--- src/rtl/riscv_pipe_pkg.sv ---
// Shared definitions for the RISC-V pipeline stage registers: NOP encoding,
// stage occupancy states and performance counter width.
package riscv_pipe_pkg;

  localparam logic [31:0] NOP_INSTR = 32'h00000013;
  localparam int CNT_W = 32;

  typedef enum logic [1:0] {
    EMPTY = 2'd0,
    ONE   = 2'd1,
    TWO   = 2'd2
  } stage_state_e;

endpackage

--- src/rtl/pipe_skid_buf.sv ---
// Second (skid) entry of the pipeline stage: one payload register plus a
// valid flag, loaded when the main entry is busy and cleared when drained.
module pipe_skid_buf #(
  parameter int DATA_W = 64
) (
  input  logic              clk,
  input  logic              reset,
  input  logic              i_load,
  input  logic              i_clear,
  input  logic [DATA_W-1:0] i_data,
  output logic              o_valid,
  output logic [DATA_W-1:0] o_data
);

  logic [DATA_W-1:0] r_data;
  logic              r_valid;

  // Payload only moves on load so the register never toggles while idle.
  always_ff @(posedge clk or posedge reset) begin
    if (reset) begin
      r_data  <= '0;
      r_valid <= 1'b0;
    end else begin
      if (i_load) begin
        r_data  <= i_data;
        r_valid <= 1'b1;
      end else if (i_clear) begin
        r_valid <= 1'b0;
      end
    end
  end

  assign o_data  = r_data;
  assign o_valid = r_valid;

endmodule

--- src/rtl/pipeline_stage_reg.sv ---
// Two-entry (main + skid) pipeline stage register with stall and flush.
// Define PIPE_STAGE_PERF_CNT_EN to build the saturating stall/flush counters.
module pipeline_stage_reg
  import riscv_pipe_pkg::*;
#(
  parameter int                DATA_W    = 64,
  parameter logic [DATA_W-1:0] NOP_VALUE = {32'h0, NOP_INSTR}
) (
  input  logic              clk,
  input  logic              reset,
  input  logic              in_valid,
  output logic              in_ready,
  input  logic [DATA_W-1:0] in_data,
  output logic              out_valid,
  input  logic              out_ready,
  output logic [DATA_W-1:0] out_data,
  input  logic              stall,
  input  logic              flush,
  output logic [CNT_W-1:0]  stall_cnt,
  output logic [CNT_W-1:0]  flush_cnt
);

  stage_state_e      r_state, w_stateNext;
  logic [DATA_W-1:0] r_mainData;
  logic [DATA_W-1:0] w_skidData;
  logic              w_skidValid;
  logic              w_accept, w_consume;
  logic              w_loadMainIn, w_loadMainSkid, w_loadSkid;

  // in_ready depends on registered state only, never on out_ready.
  assign in_ready  = (r_state != TWO);
  assign out_valid = (r_state != EMPTY);
  assign out_data  = out_valid ? r_mainData : NOP_VALUE;
  assign w_accept  = in_valid & in_ready;
  assign w_consume = out_valid & out_ready & ~stall;

  always_ff @(posedge clk or posedge reset) begin
    if (reset) r_state <= EMPTY;
    else       r_state <= w_stateNext;
  end

  always_comb begin
    w_stateNext    = r_state;
    w_loadMainIn   = 1'b0;
    w_loadMainSkid = 1'b0;
    w_loadSkid     = 1'b0;
    if (flush) begin
      w_stateNext = EMPTY;
    end else begin
      case (r_state)
        EMPTY: begin
          if (w_accept) begin
            w_stateNext  = ONE;
            w_loadMainIn = 1'b1;
          end
        end
        ONE: begin
          if (w_accept && !w_consume) begin
            w_stateNext = TWO;
            w_loadSkid  = 1'b1;
          end else if (w_consume && !w_accept) begin
            w_stateNext = EMPTY;
          end else if (w_accept && w_consume) begin
            w_loadMainIn = 1'b1;
          end
        end
        TWO: begin
          if (w_consume) begin
            w_stateNext    = ONE;
            w_loadMainSkid = w_skidValid;
          end
        end
        default: w_stateNext = EMPTY;
      endcase
    end
  end

  always_ff @(posedge clk or posedge reset) begin
    if (reset) begin
      r_mainData <= NOP_VALUE;
    end else if (w_loadMainIn) begin
      r_mainData <= in_data;
    end else if (w_loadMainSkid) begin
      r_mainData <= w_skidData;
    end
  end

  pipe_skid_buf #(.DATA_W(DATA_W)) u_skid (
    .clk     (clk),
    .reset   (reset),
    .i_load  (w_loadSkid),
    .i_clear (w_loadMainSkid | flush),
    .i_data  (in_data),
    .o_valid (w_skidValid),
    .o_data  (w_skidData)
  );

`ifdef PIPE_STAGE_PERF_CNT_EN
  logic [CNT_W-1:0] r_stallCnt, r_flushCnt;

  // Both counters saturate rather than wrap.
  always_ff @(posedge clk or posedge reset) begin
    if (reset) begin
      r_stallCnt <= '0;
      r_flushCnt <= '0;
    end else begin
      if (stall && out_valid && (r_stallCnt != '1)) r_stallCnt <= r_stallCnt + CNT_W'(1);
      if (flush && (r_flushCnt != '1))              r_flushCnt <= r_flushCnt + CNT_W'(1);
    end
  end

  assign stall_cnt = r_stallCnt;
  assign flush_cnt = r_flushCnt;
`else
  assign stall_cnt = '0;
  assign flush_cnt = '0;
`endif

endmodule

--- config.mk ---
export PLATFORM = sky130hd
export DESIGN_NAME = pipeline_stage_reg
export DESIGN_NICKNAME = d
export VERILOG_FILES = /design/src/rtl/riscv_pipe_pkg.sv /design/src/rtl/pipe_skid_buf.sv /design/src/rtl/pipeline_stage_reg.sv
export SDC_FILE = /design/constraint.sdc
export NUM_CORES = 1
export LEC_CHECK = 0
export CAP_MARGIN = 20
export CORE_ASPECT_RATIO = 1.1
export CORE_MARGIN = 4
export CORE_UTILIZATION = 52
export CTS_CLUSTER_DIAMETER = 80
export DETAILED_ROUTE_END_ITERATION = 16
export HOLD_SLACK_MARGIN = 0.12
export PLACE_DENSITY = 0.93
export REMOVE_ABC_BUFFERS = 1
export SLEW_MARGIN = 10
export SYNTH_ARGS = -nofsm -noshare
export SYNTH_HDL_FRONTEND = slang
export SYNTH_HIERARCHICAL = 1
export SYNTH_SLANG_ARGS = --single-unit
--- constraint.sdc ---
create_clock -name clk -period 6.3 [get_ports clk]
set_input_delay 1.26 -clock clk [delete_from_list [all_inputs] [get_ports clk]]
set_output_delay 1.26 -clock clk [all_outputs]
set_load 0.01 [all_outputs]
==> flow_summary.json <==
{
  "status": "finished clean",
  "p_sw_share_pct": 26.15,
  "worstPathRequired_ns": 5.04,
  "ys_ff_latch": 131,
  "synth-edff-count": 0,
  "critPathCaptureType": "output pin",
  "synthDistinctLibCells": 28,
  "num-fill-cells": 1013,
  "synth_top_area_cell": "dfrtp_1",
  "multi_input_area_sq_mm": 0.003262,
  "first_global_vias": 5663,
  "cp_cell_sequence": "nor2_4 > buf_4 > nor2b_1 > clkdlybuf4s50_1",
  "nets": 837,
  "slowest_stage": "nor2_4",
  "rsz0062_at_grt": "no",
  "p_per_area_mw_per_mm2": 333.1,
  "cp_num_buf_inv": 2,
  "hold_start": "u_skid/o_data[14]",
  "crit_type": "reg -> out",
  "syn_area_sq_mm": 0.007149,
  "worstReg2RegEnd": "u_skid/o_data[21]",
  "drive_gt1_share_pct": 15.90,
  "hold_end": "u_skid/o_data[14]",
  "avgSynthCellArea_sq_um": 10.58,
  "grt_max_degree": 71,
  "cts_root_buffer": "clkbuf_16",
  "final-hold-violation-count": 0,
  "via_per_inst": 5.838,
  "cts_resized": 0,
  "yosys_warnings": 6,
  "finClkSkew_ns": 0.006586,
  "synth_top_area_share_pct": 44.80,
  "synth_ff_type": "dfrtp_1",
  "max_clock_freq_mhz": 257.8,
  "area_growth_pct": 24.52,
  "cts_tree": "done",
  "synth-async-reset-ratio_pct": 100.0,
  "yosys.area_share.simple_pct": 11.20,
  "clk_latency_ns": 0.41,
  "cts_setup_buffers": 0,
  "synth_common_cells": "128 x dfrtp_1, 65 x a211oi_1, 65 x buf_4",
  "diodes": 0,
  "cp.arrival_ns": 2.62,
  "final-setup-viol-count": 0,
  "min_path_cells": 1,
  "whs_ns": 0.5046,
  "dp_hpwl_microns": 10930,
  "cts.sink_count": 131,
  "layout_setup_ws_ns": 2.421,
  "max_stage_delay_ns": 0.64,
  "gp_congestion": 0.7831,
  "synth_seq_area_share_pct": 45.90,
  "pre_cts_slack_ns": 2.201,
  "fin_crit_sh_pct": 61.57,
  "r2r_slack_ns": 3.49,
  "reg2reg_from": "r_state[1]",
  "hold_path.class": "reg -> reg",
  "synthAdderAreaFrac_pct": 0,
  "clkPwrFrac_pct": 37.1,
  "core_sq_mm": 0.01332,
  "reg2reg_depth": 5,
  "num_rows": 44,
  "seq_area_sq_mm": 0.003283,
  "cpLargestDelayFamily": "buffers and inverters",
  "ir_drop_mv": 0.1565,
  "antenna_found_initial": 0,
  "cts.htree.levels": 4,
  "synth_compound_area_share_pct": 17.52,
  "switchingPower_uw": 775.5,
  "grt_pass1_wl_microns": 29260,
  "synth_most_common_cell": "dfrtp_1",
  "synth_xor_xnor_area_share_pct": 0,
  "synth.area.mux_share_pct": 12.65,
  "pin_count": 200,
  "die_area_sq_mm": 0.01569,
  "fin_crit_ns": 3.879,
  "clk_path_buf_depth": 2,
  "synthTopCellsByArea": "dfrtp_1 45%, mux2_4 10%, a211oi_1 6.8%",
  "cap_violations": 0,
  "seq_power_share_pct": 40.1,
  "totalWireLength_microns": 18470,
  "numCtsBuffers": 17,
  "slew_headroom_pct": 39.78,
  "power.internal_mw": 2.190,
  "grt_overflow_total": 0,
  "tightest_slew_ns": 0.9012,
  "crit_fanout": 34,
  "drtIter0Drc": 648,
  "wl_per_cell_microns": 19.16,
  "postRouteAntennaNets": 0,
  "p_leak_nw": 3.424,
  "global_route.usage.total_pct": 23.44,
  "combinationalPowerShare_pct": 22.8,
  "slew_violations": 0,
  "initial_core_util_pct": 53.66,
  "route.detailed.drc": 0,
  "synthCells": 676,
  "critPathLaunchType": "flip-flop",
  "firstDrtPassIters": 7,
  "path_depth": 4,
  "numPortBuffers": 135,
  "fin_cells": 964,
  "synth_top_family_by_area": "compound AO/OA/AOI/OAI gates",
  "die_width_microns": 119.8,
  "hold_buffers": 0,
  "path_clk_slew_ns": 0.06,
  "die_h_microns": 131.0,
  "place_inst": 932,
  "dr_total_vias": 5628
}
==> cell usage in the layout (no fill, tap or decap), types with 2 or more instances in the layout <==
| cell | instances |
|---|---|
| nand3_1 | 64 |
| clkbuf_8 | 3 |
| a21o_1 | 2 |
| buf_4 | 9 |
| nor2_4 | 2 |
| a211oi_1 | 65 |
| conb_1 | 64 |
| mux2_4 | 49 |
| dfstp_2 | 3 |
| clkinvlp_4 | 2 |
| inv_2 | 2 |
| a31oi_1 | 64 |
| o21ai_0 | 64 |
| nor2b_1 | 61 |
| mux2_2 | 15 |
| clkbuf_16 | 17 |
| or2_2 | 3 |
| bufinv_16 | 5 |
| dfrtp_1 | 127 |
| inv_1 | 2 |
| clkinv_2 | 3 |
| clkdlybuf4s50_1 | 135 |
| clkinv_4 | 2 |
==> worst max-delay path by stage <==
stage	startpoint	endpoint	slack, ns
final	r_state[1]	out_data[45]	2.42
after global routing	r_state[1]	out_data[45]	2.23
after CTS	r_state[1]	out_data[45]	2.37
after detailed placement	flush	u_skid/o_data[21]	2.20
after global placement	flush	u_skid/o_data[13]	2.26
after floorplan	stall	u_skid/o_data[13]	-1.02
==> metrics by stage <==
| stage | instance area [sq um] | TNS (ns) | util (%) | power [mW] |
|---|---|---|---|---|
| after CTS | 8896 | 0 | 66.77 | 2.976 |
| after global placement | 8228 | 0 | 61.76 | 1.834 |
| after floorplan | 6499 | -67.54 | - | 1.581 |
| final | 8902 | 0 | 66.82 | 2.966 |
| after global routing | 8902 | 0 | 66.82 | 3.093 |
| after detailed placement | 8228 | 0 | 61.76 | 1.865 |
==> logic make-up after synthesis <==
kind of cell | after synthesis
other | 1
AND/OR/NAND/NOR | 140
flip-flops | 131
AO/OA/AOI/OAI | 199
buffers and inverters | 141
multiplexers | 64
==> sequential cells by signal, summed over array words and instances (netlist names) <==
name            flops
r_mainData         64
u_skid/o_valid      1
r_state             2
u_skid/o_data      64
==> routing by layer <==
layer  up-vias  global-route usage (%)  wire length, microns
met3        33                   5.510                  1385
met1      2792                   29.43                  7515
met5         -                       0                     0
li1       2502                       -                     -
met4         0                   9.771                   367
met2       301                   39.43                  9203
==> worst reg2reg max path, stage by stage, from the launching register on <==
cell and delay (ns):
dfrtp_1 0.46, or3b_4 0.62, buf_4 0.35, nor2_4 0.42
buf_12 0.39, mux2_2 0.45
==> area by class of cell <==
type	count	share of cell area, %
Inverter	5	0.2249
Clock inverter	12	2.263
Multi-Input combinational cell	467	36.64
Timing Repair Buffer	145	16.16
Tap cell	184	2.586
Sequential cell	131	36.88
Clock buffer	20	5.242
==> power groups by stage <==
stage	logic (mW)	clock network [mW]	registers, mW
floorplan	0.425	0	1.16
global placement	0.650	0	1.18
detailed placement	0.675	0	1.19
CTS	0.679	1.11	1.19
global route	0.731	1.15	1.21
finish	0.677	1.10	1.19
No activity file was read; power rests on OpenSTA's default activity.
